File: src/rtl/ir_pkg.sv
// Shared helpers for the instruction assembly register.
// Beat/lane mapping, beat-count derivation and parameter legality.
package ir_pkg;

    function automatic int beats_of(input int instr_w, input int bus_w);
        return instr_w / bus_w;
    endfunction

    // Lane filled by auto-sequenced beat number 'beat'.
    function automatic int lane_of(input int beat, input int beats,
                                   input int big_first);
        return (big_first != 0) ? beats - 1 - beat : beat;
    endfunction

    function automatic bit params_ok(input int bus_w, input int instr_w,
                                     input int depth);
        return bus_w > 0 && instr_w % bus_w == 0 &&
               instr_w / bus_w >= 2 && depth >= 1 &&
               (depth & (depth - 1)) == 0;
    endfunction

endpackage

File: src/rtl/instr_assembly_reg_if.sv
// Bus bundle between memory/consumer and the instruction register.
// slave: seen from the register; master: seen from the driver side.
interface ir_if #(
    parameter int BUS_W   = 8,
    parameter int INSTR_W = 16,
    parameter int DEPTH   = 2
);
    import ir_pkg::*;

    localparam int BEATS = beats_of(INSTR_W, BUS_W);
    localparam int LSW   = $clog2(BEATS);
    localparam int CW    = $clog2(DEPTH + 1);

    logic [BUS_W-1:0]   InData;
    logic               InValid;
    logic               InReady;
    logic               LaneWrite;
    logic [LSW-1:0]     LaneSel;
    logic               Commit;
    logic               Flush;
    logic [INSTR_W-1:0] IROut;
    logic               IRValid;
    logic               IRReady;
    logic               Partial;
    logic [CW-1:0]      Count;

    modport master (
        output InData, InValid, LaneWrite, LaneSel, Commit, Flush,
        output IRReady,
        input  InReady, IROut, IRValid, Partial, Count
    );

    modport slave (
        input  InData, InValid, LaneWrite, LaneSel, Commit, Flush,
        input  IRReady,
        output InReady, IROut, IRValid, Partial, Count
    );

endinterface

File: src/rtl/ir_queue.sv
// Synchronous FIFO of completed instructions with flush and count.
// Ports: Clock, Reset (async low), push/pop/flush, din, dout (head), count.
module ir_queue #(
    parameter int W     = 16,
    parameter int DEPTH = 2
) (
    input  logic                       Clock,
    input  logic                       Reset,
    input  logic                       push,
    input  logic                       pop,
    input  logic                       flush,
    input  logic [W-1:0]               din,
    output logic [W-1:0]               dout,
    output logic [$clog2(DEPTH+1)-1:0] count
);
    localparam int PW = (DEPTH > 1) ? $clog2(DEPTH) : 1;
    localparam int CW = $clog2(DEPTH + 1);

    logic [W-1:0]  mem [DEPTH];
    logic [PW-1:0] rptr;
    logic [PW-1:0] wptr;
    logic          full;
    logic          empty;
    logic          do_push;
    logic          do_pop;

    // With one entry both pointers are pinned at 0.
    function automatic logic [PW-1:0] inc(input logic [PW-1:0] p);
        return (DEPTH == 1) ? '0 : p + PW'(1);
    endfunction

    always_comb begin
        full    = (count == CW'(DEPTH));
        empty   = (count == '0);
        do_pop  = pop && !empty && !flush;
        do_push = push && (!full || do_pop) && !flush;
    end

    always_ff @(posedge Clock or negedge Reset) begin
        if (!Reset) begin
            rptr  <= '0;
            wptr  <= '0;
            count <= '0;
        end else if (flush) begin
            rptr  <= '0;
            wptr  <= '0;
            count <= '0;
        end else begin
            if (do_push) wptr <= inc(wptr);
            if (do_pop)  rptr <= inc(rptr);
            if (do_push && !do_pop)
                count <= count + CW'(1);
            else if (do_pop && !do_push)
                count <= count - CW'(1);
        end
    end

    // Storage needs no reset: stale entries are never visible past count.
    always_ff @(posedge Clock) begin
        if (do_push) mem[wptr] <= din;
    end

    assign dout = mem[rptr];

endmodule

File: src/rtl/instr_assembly_reg.sv
// Assembles INSTR_W instructions from BUS_W beats and queues them.
// Ports: Clock, Reset (async low), bus (ir_if.slave bundle).
module instr_assembly_reg
    import ir_pkg::*;
#(
    parameter int BUS_W     = 8,
    parameter int INSTR_W   = 16,
    parameter int DEPTH     = 2,
    parameter int BIG_FIRST = 1
) (
    input  logic Clock,
    input  logic Reset,
    ir_if.slave  bus
);
    localparam int BEATS = beats_of(INSTR_W, BUS_W);
    localparam int BW    = $clog2(BEATS);
    localparam int CW    = $clog2(DEPTH + 1);

    generate
        if (!params_ok(BUS_W, INSTR_W, DEPTH)) begin : g_bad_params
            $error("instr_assembly_reg: illegal BUS_W/INSTR_W/DEPTH");
        end
    endgenerate

    logic [BW-1:0]      beat;
    logic [BW-1:0]      beat_next;
    logic [INSTR_W-1:0] asm_q;
    logic [INSTR_W-1:0] asm_next;
    logic [INSTR_W-1:0] head;
    logic [CW-1:0]      count;
    logic               valid;
    logic               full;
    logic               pop;
    logic               last;
    logic               in_ready;
    logic               accept;
    logic               commit_ok;
    logic               push;
    int                 lane;

    always_comb begin
        valid     = (count != '0);
        full      = (count == CW'(DEPTH));
        pop       = valid && bus.IRReady;
        last      = (beat == BW'(BEATS - 1));
        // Only a word-completing action stalls on a full queue.
        in_ready  = !bus.Flush &&
                    !(full && !pop && (last || bus.Commit));
        accept    = bus.InValid && in_ready;
        commit_ok = bus.Commit && in_ready;
        lane      = bus.LaneWrite ? int'(bus.LaneSel)
                                  : lane_of(int'(beat), BEATS, BIG_FIRST);
        asm_next  = asm_q;
        beat_next = beat;
        push      = 1'b0;
        if (accept && lane < BEATS)
            asm_next[lane*BUS_W +: BUS_W] = bus.InData;
        if (accept && !bus.LaneWrite) begin
            if (last) begin
                push      = 1'b1;
                beat_next = '0;
            end else begin
                beat_next = beat + BW'(1);
            end
        end
        // The pushed word includes any lane written this cycle.
        if (commit_ok) begin
            push      = 1'b1;
            beat_next = '0;
        end
    end

    always_ff @(posedge Clock or negedge Reset) begin
        if (!Reset) begin
            beat  <= '0;
            asm_q <= '0;
        end else if (bus.Flush) begin
            beat  <= '0;
            asm_q <= '0;
        end else begin
            beat  <= beat_next;
            asm_q <= asm_next;
        end
    end

    ir_queue #(
        .W     (INSTR_W),
        .DEPTH (DEPTH)
    ) u_queue (
        .Clock (Clock),
        .Reset (Reset),
        .push  (push),
        .pop   (pop),
        .flush (bus.Flush),
        .din   (asm_next),
        .dout  (head),
        .count (count)
    );

    assign bus.InReady = in_ready;
    assign bus.IRValid = valid;
    assign bus.IROut   = valid ? head : '0;
    assign bus.Partial = (beat != '0);
    assign bus.Count   = count;

endmodule
File: src/flat_wrapper.sv
// flat-port wrapper written by rule: the top's interface ports become plain ports
module instr_assembly_reg_flat import ir_pkg::*;
#(
    parameter int BUS_W     = 8,
    parameter int INSTR_W   = 16,
    parameter int DEPTH     = 2,
    parameter int BIG_FIRST = 1
)
  (Clock, Reset, bus_InData, bus_InValid, bus_LaneWrite, bus_LaneSel, bus_Commit, bus_Flush, bus_IRReady, bus_InReady, bus_IROut, bus_IRValid, bus_Partial, bus_Count);
  ir_if #(.BUS_W(BUS_W), .INSTR_W(INSTR_W), .DEPTH(DEPTH)) bus_i ();
  input  logic Clock;
  input  logic Reset;
  input wire logic [$bits(bus_i.InData)-1:0] bus_InData;
  input wire logic [$bits(bus_i.InValid)-1:0] bus_InValid;
  input wire logic [$bits(bus_i.LaneWrite)-1:0] bus_LaneWrite;
  input wire logic [$bits(bus_i.LaneSel)-1:0] bus_LaneSel;
  input wire logic [$bits(bus_i.Commit)-1:0] bus_Commit;
  input wire logic [$bits(bus_i.Flush)-1:0] bus_Flush;
  input wire logic [$bits(bus_i.IRReady)-1:0] bus_IRReady;
  output wire logic [$bits(bus_i.InReady)-1:0] bus_InReady;
  output wire logic [$bits(bus_i.IROut)-1:0] bus_IROut;
  output wire logic [$bits(bus_i.IRValid)-1:0] bus_IRValid;
  output wire logic [$bits(bus_i.Partial)-1:0] bus_Partial;
  output wire logic [$bits(bus_i.Count)-1:0] bus_Count;
  assign bus_i.InData = bus_InData;
  assign bus_i.InValid = bus_InValid;
  assign bus_i.LaneWrite = bus_LaneWrite;
  assign bus_i.LaneSel = bus_LaneSel;
  assign bus_i.Commit = bus_Commit;
  assign bus_i.Flush = bus_Flush;
  assign bus_i.IRReady = bus_IRReady;
  assign bus_InReady = bus_i.InReady;
  assign bus_IROut = bus_i.IROut;
  assign bus_IRValid = bus_i.IRValid;
  assign bus_Partial = bus_i.Partial;
  assign bus_Count = bus_i.Count;
  instr_assembly_reg #(.BUS_W(BUS_W), .INSTR_W(INSTR_W), .DEPTH(DEPTH), .BIG_FIRST(BIG_FIRST)) u_core (.Clock(Clock), .Reset(Reset), .bus(bus_i));
endmodule
File: config.mk
export PLATFORM = sky130hd
export DESIGN_NAME = instr_assembly_reg_flat
export DESIGN_NICKNAME = d
export VERILOG_FILES = /design/src/rtl/ir_pkg.sv /design/src/rtl/instr_assembly_reg_if.sv /design/src/rtl/ir_queue.sv /design/src/rtl/instr_assembly_reg.sv /design/src/flat_wrapper.sv
export SDC_FILE = /design/constraint.sdc
export NUM_CORES = 1
export LEC_CHECK = 0
export ABC_AREA = 1
export CORE_AREA = 2 2 87 89
export DETAILED_ROUTE_END_ITERATION = 10
export DIE_AREA = 0 0 89 91
export GPL_ROUTABILITY_DRIVEN = 0
export GPL_TIMING_DRIVEN = 0
export PLACE_DENSITY = 0.63
export RECOVER_POWER = 50
export SLEW_MARGIN = 0
export SYNTH_ARGS = -nofsm -noshare
export SYNTH_HDL_FRONTEND = slang
export SYNTH_HIERARCHICAL = 1
export SYNTH_SLANG_ARGS = --single-unit
File: constraint.sdc
create_clock -name Clock -period 6.15 [get_ports Clock]
set_input_delay 0.615 -clock Clock [delete_from_list [all_inputs] [get_ports Clock]]
set_output_delay 0.615 -clock Clock [all_outputs]
set_load 0.02 [all_outputs]
==> results of run 1 <==
==> metal layers <==
metal | up-vias | part of all wire | wire length, µm | global-route usage
met5 | - | 0 | 0 | 0
met3 | 6 | 0.034 | 181 | 0.0218
met1 | 957 | 0.47 | 2550 | 0.201
met4 | 0 | 0.014 | 77 | 0.0448
li1 | 1158 | - | - | -
met2 | 36 | 0.48 | 2580 | 0.241
==> layout by cell type, fill, tap and decap left out, types with 2 or more instances in the layout <==
cell and count:
a21oi_1 18, buf_4 3, clkbuf_1 4, clkbuf_8 6, clkdlybuf4s50_1 32, clkinvlp_4 2
dfrtp_1 21, dlygate4sd3_1 4, edfxtp_1 32, inv_1 72, inv_2 4, nand2_1 157
nand2_2 5, nand3_1 3, nand4_1 3, nor2_1 23, o21ai_0 2
==> registers in the layout, indices dropped and copies added (netlist names) <==
name,count
u_core/u_queue/mem,32
u_core/asm_q,16
u_core/u_queue/count,2
u_core/bus.Partial,1
u_core/u_queue/rptr,1
u_core/u_queue/wptr,1
==> report_power, final <==
group | internal, mW | leakage [nW] | switching [mW]
clock network | 0.0829 | 0.0423 | 0.119
registers | 0.394 | 0.584 | 0.00605
logic | 0.0529 | 1.08 | 0.0855
total | 0.530 | 1.71 | 0.210
==> cell families (layout without fill, tap and decap cells) <==
family                   Yosys count  in the layout
AND/OR/NAND/NOR                  196            196
buffers and inverters             86            130
flip-flops                        53             53
AO/OA/AOI/OAI                     23             23
adder cells (fa/ha/maj)            1              1
==> worst max-delay path, cell delays in order <==
cell and delay (ns):
dlygate4sd3_1 0.68, clkbuf_1 0.34, inv_1 0.21, nand2_4 0.13, inv_1 0.04, clkdlybuf4s50_1 0.53
==> worst max path at each step <==
stage | from | end | slack [ns] | depth (start not counted)
after detailed placement | bus_Flush | u_core/u_queue/mem[1][14]$_DFFE_PP_ | 2.93 | 7
after global routing | bus_Flush | u_core/u_queue/mem[1][15]$_DFFE_PP_ | 2.77 | 7
after floorplan | u_core/u_queue/count[1]$_DFFE_PN0P_ | u_core/u_queue/mem[1][0]$_DFFE_PP_ | 3.83 | 7
after CTS | u_core/u_queue/count[1]$_DFFE_PN0P_ | bus_IROut[4] | 3.12 | 4
final | bus_Flush | bus_InReady | 2.99 | 6
after global placement | bus_Flush | u_core/u_queue/mem[1][14]$_DFFE_PP_ | 2.98 | 7
==> cell type report <==
class                   instances  area, µm²  share of cell area
well taps                      99        124              0.0369
clock inverters                 3       26.3             0.00783
flip-flops and latches         53       1490               0.443
multi-input cells             220        936               0.279
inverters                      76        285              0.0850
repair buffers                 36        360               0.107
plain buffers                  10       67.6              0.0201
clock buffers                   5       68.8              0.0205
==> metrics.txt, run 1 <==
# fillers=730; worst relative slew slack=0.157; drt initial violations=between 90 and 100; R2R Path End=u_core/u_queue/mem[1][4]$_DFFE_PP_; Design Power=0.740 mW; synthesized-area fraction occupied by xor and xnor cells=0; syn nets=376; fin nets=approximately 420; Worst R2R Start=u_core/u_queue/count[1]$_DFFE_PN0P_; Die ar.=around 8100 µm²; # DRC=0; detailed placement HPWL=3890 µm; first-pass iteration count of the detailed router=4; synth-to-layout area growth=19.6%; CTS H-Tree Depth=2; Post-Layout Cell Count=about 500; CP Capture Type=output pin; Setup Viol. Count Final=0; status=finished, final reports clean; Place WS=2.93 ns; layout cells sized above 1=0.0744; die span in x=just under 90 µm; ys flop type=edfxtp_1; Max Slew Vio Count=0; max-cap violations=0; # Post-CTS Setup Buffers=0; Post-Synth Adder-Cell Area=0.00446; Clock transition at path regs=0.09 ns; CTS Buf Count=5; global-route wire length before repair=9160 µm; clk_skew=0.00381 ns; TritonCTS clock tree=yes; Hold EP=u_core/asm_q[13]$_DFF_PN0_; routed len/inst=10.7 µm; initial antenna violation count=0; Distinct cells, synth=25; ANT cells=0; detailed-route wire length=approximately 5400 µm; area of placed instances=~3300 µm²; largest family of logic cells by synthesized area=simple AND/OR/NAND/NOR gates; CTS sink cnt=between 50 and 60; Hold Path Stages=2; Synth top cells by count=nand2_1 (157), inv_1 (71), edfxtp_1 (32); Vias/cell=4.30; post-route ant nets=0; worst setup margin=around 3.0 ns; vias in the first global route=1942; cell row count=31; Final period util=0.514; post-synthesis compound-gate area fraction=0.0477; Synth Register Bits=between 50 and 60; RSZ-0062 raised after global routing=no; crit-path max FO=8; most frequent cell after synthesis=nand2_1; Post-synth EDFFs=32; worst r2r path cells=7; Synthesis Warnings=6; dominant cells by area after synthesis=edfxtp_1 (34%), nand2_1 (21%), dfrtp_1 (19%); largest net degree at the start of global routing=22; critical path type=input pin to output pin; instance count of the mapped netlist=359; Fin. Hold Viols=0; total grt overflow=0; Hold Crit Class=register to register; sequential fraction of the synthesis area=0.530; vias=2157; GR Util All Layers=0.147; Root Buffer Master=clkbuf_8; Initial Util=0.393; cts hold-fix bufs=0; worst hold slack=0.566 ns; post-synthesis simple-gate area fraction=0.290; IR drop worst, VDD=0.0000852 V; Critical Path RT=between 5 and 6 ns; Chip Height=91 µm; placed insts=494; Post-Route Setup TNS=0 ns; Pleak=1.71 nW; Yosys top cell by area=edfxtp_1; post-layout util=0.470; core area=7140 µm²; CP Launch Type=input pin; Crit path arrival time=2.54 ns; pwr/cell area=221 nW/µm²; post-CTS sizing=0; Synth top area share=0.343; Port Buffers=36; Mapped Area=2810 µm²; Reg2Reg Setup Slack=3.38 ns; Syn Area/Cell=a little under 8 µm²; hold wc startpoint=u_core/asm_q[13]$_DFF_PN0_; clock buffer depth=2; highest clock rate=317 MHz; asr flop ratio synth=0.396; Tmin final=3.16 ns; # IOs=37; worst slew pin tran=between 1 and 1.5 ns; cell area after layout=3350 µm²; Worst-Skew Late Latency=just over 0.3 ns; multiplexer share of the synthesized area=0
Power figures use the tool's default switching activity.
==> run 2: changes to the inputs <==
Settings changed: PLACE_DENSITY 0.63 to 0.65.
Clock period 6.15 ns to 2.85 ns, I/O delays scaled along.
==> run 2 against run 1 <==
Cell area rose by 0.22%. Power is 120% higher. Via count decreased by 3.4%. Hold slack worse by 0.0068 ns. Sequential share of layout area fell by 0.099 points. Clock power grew 120%. Critical path depth fell by 2. Highest routed layer unchanged. Cell count unchanged. Register-to-register slack lost 3.0 ns. Clock skew is essentially flat. Non-clock buffer count did not move. Utilization rose by 0.11 points.
==> metrics.txt, run 2 (synthesis results as in run 1) <==
cell row count=31; worst relative slew slack=0.318; # DRC=0; max FFs per register=32; core area=7140 µm²; die span in x=89 µm; hold wc startpoint=u_core/u_queue/count[0]$_DFFE_PN0P_; Hold EP=u_core/u_queue/count[0]$_DFFE_PN0P_; post-route ant nets=0; global-route wire length before repair=8800 µm; Design Power=1.60 mW; largest net degree at the start of global routing=22; # Post-CTS Setup Buffers=0; worst hold slack=~0.56 ns; Root Buffer Master=clkbuf_8; Most Frequent Cell on Critical Path=nor2_1; slowest CP cell=nor2_1; TritonCTS clock tree=yes; Clock transition at path regs=0.10 ns; placed insts=494; first-pass iteration count of the detailed router=4; Hold Path Stages=1; Hold Crit Class=register to register; crit-path max FO=10; Largest Register=u_core/u_queue/mem; Critical Path RT=between 2 and 3 ns; Fin. Hold Viols=0; fin nets=~420; CTS sink cnt=53; cts hold-fix bufs=0; GR Util All Layers=0.140; R2R Path End=u_core/u_queue/count[1]$_DFFE_PN0P_; IR drop worst, VDD=0.000222 V; CP Launch Type=register; detailed placement HPWL=between 3000 and 4000 µm; most common cell after layout, fill and taps aside=nand2_1; critical path type=register to output pin; Post-Layout Cell Count=502; CP Capture Type=output pin; RSZ-0062 raised after global routing=no; Setup Viol. Count Final=0; Top Registers=u_core/u_queue/mem x32, u_core/asm_q x16, u_core/u_queue/count x2; Critical Path Max Stage Delay=0.54 ns; Crit path arrival time=2.28 ns; pwr/cell area=474 nW/µm²; Critical Path Start=u_core/u_queue/count[1]$_DFFE_PN0P_; CP Cell Sequence=nor2_1, buf_2, nor2_1, clkdlybuf4s50_1; Pleak=1.72 nW; most frequent cells in the layout=nand2_1 (157), inv_1 (72), edfxtp_1 (32); # IOs=37; max-cap violations=0; Post-Route Setup TNS=0 ns; highest clock rate=390 MHz; worst r2r path cells=12; Chip Height=91 µm; initial antenna violation count=0; Tmin final=between 2 and 3 ns; clock buffer depth=2; synth-to-layout area growth=19.8%; detailed-route wire length=5140 µm; worst slew pin tran=about 1 ns; drt initial violations=71; post-layout util=0.471; CTS Buf Count=5; Initial Util=0.393; ANT cells=0; vias=~2.1k; Final period util=0.899; Port Buffers=36; CTS H-Tree Depth=2; Worst R2R Start=u_core/u_queue/count[1]$_DFFE_PN0P_; total grt overflow=0; status=finished, final reports clean; Vias/cell=slightly above 4; Reg2Reg Setup Slack=~0.38 ns; layout cells sized above 1=0.0769; Max Slew Vio Count=0; clk_skew=about 0.0036 ns; vias in the first global route=between 1.5k and 2k; Worst-Skew Late Latency=0.30 ns; Die ar.=8100 µm²; routed len/inst=10.2 µm
[run 2: cell types whose count changed in the layout (fill, tap and decap cells not counted)]
| cell | previous run | this run |
|---|---|---|
| nor3_4 | 0 | 1 |
| buf_2 | 1 | 2 |
| clkdlybuf4s50_1 | 32 | 31 |
| nor3_2 | 1 | 0 |
| clkbuf_1 | 4 | 3 |
| dlygate4sd3_1 | 4 | 5 |
[run 2: how the worst max path moves through the flow]
stage | end | slack, ns | cells past startpoint
floorplan | u_core/u_queue/mem[1][0]$_DFFE_PP_ | 0.53 | 7
global placement | u_core/u_queue/mem[1][14]$_DFFE_PP_ | 0.01 | 7
detailed placement | u_core/u_queue/mem[1][14]$_DFFE_PP_ | 0.001 | 7
CTS | u_core/u_queue/mem[1][11]$_DFFE_PP_ | 0.17 | 7
global route | bus_IROut[8] | 0.09 | 4
finish | bus_IROut[8] | 0.29 | 4
[run 2: critical path, delay by kind of cell, from the launching register on]
kind / cells / cell delay, ns
simple gates: 2 / 0.62
buf+inv: 2 / 0.89
flops: 1 / 0.46
[run 2: layout make-up]
class                      instances  area [µm²]
timing repair buffer              36         360
buffer                            10        68.8
fill                             730        3770
multi-input combinational        220         942
inverter                          76         285
clock buffer                       5        68.8
clock inverter                     3        26.3
tap                               99         124
sequential                        53        1490
[run 2: metrics by stage]
| step | area (µm²) | setup slack [ns] |
|---|---|---|
| CTS | 3380 | 0.170 |
| global placement | 3290 | 0.0144 |
| global route | 3360 | 0.0905 |
| finish | 3360 | 0.288 |
| floorplan | 2810 | 0.529 |
| detailed placement | 3290 | 0.00149 |
[run 2: power breakdown]
group / total (mW) / switching (mW) / internal, mW / leakage, nW
sequential: 0.864 / 0.0130 / 0.851 / 0.584
clock: 0.433 / 0.254 / 0.179 / 0.0423
combinational: 0.298 / 0.184 / 0.114 / 1.09
[run 2: routing by layer]
layer,share of wire,routed length [µm],track usage,vias up
met5,0,0,0,-
met4,0.011,55,0.0373,0
met3,0.021,106,0.0218,4
met2,0.49,2510,0.232,26
met1,0.48,2460,0.189,905
li1,-,-,-,1149
[run 2: what timing repair did]
| item | 4_1_cts | 5_1_grt |
|---|---|---|
| hold endpoints to repair | 0 | 0 |
| endpoints found under the setup margin | 0 | 16 |
| gates resized for setup | 0 | 1 |
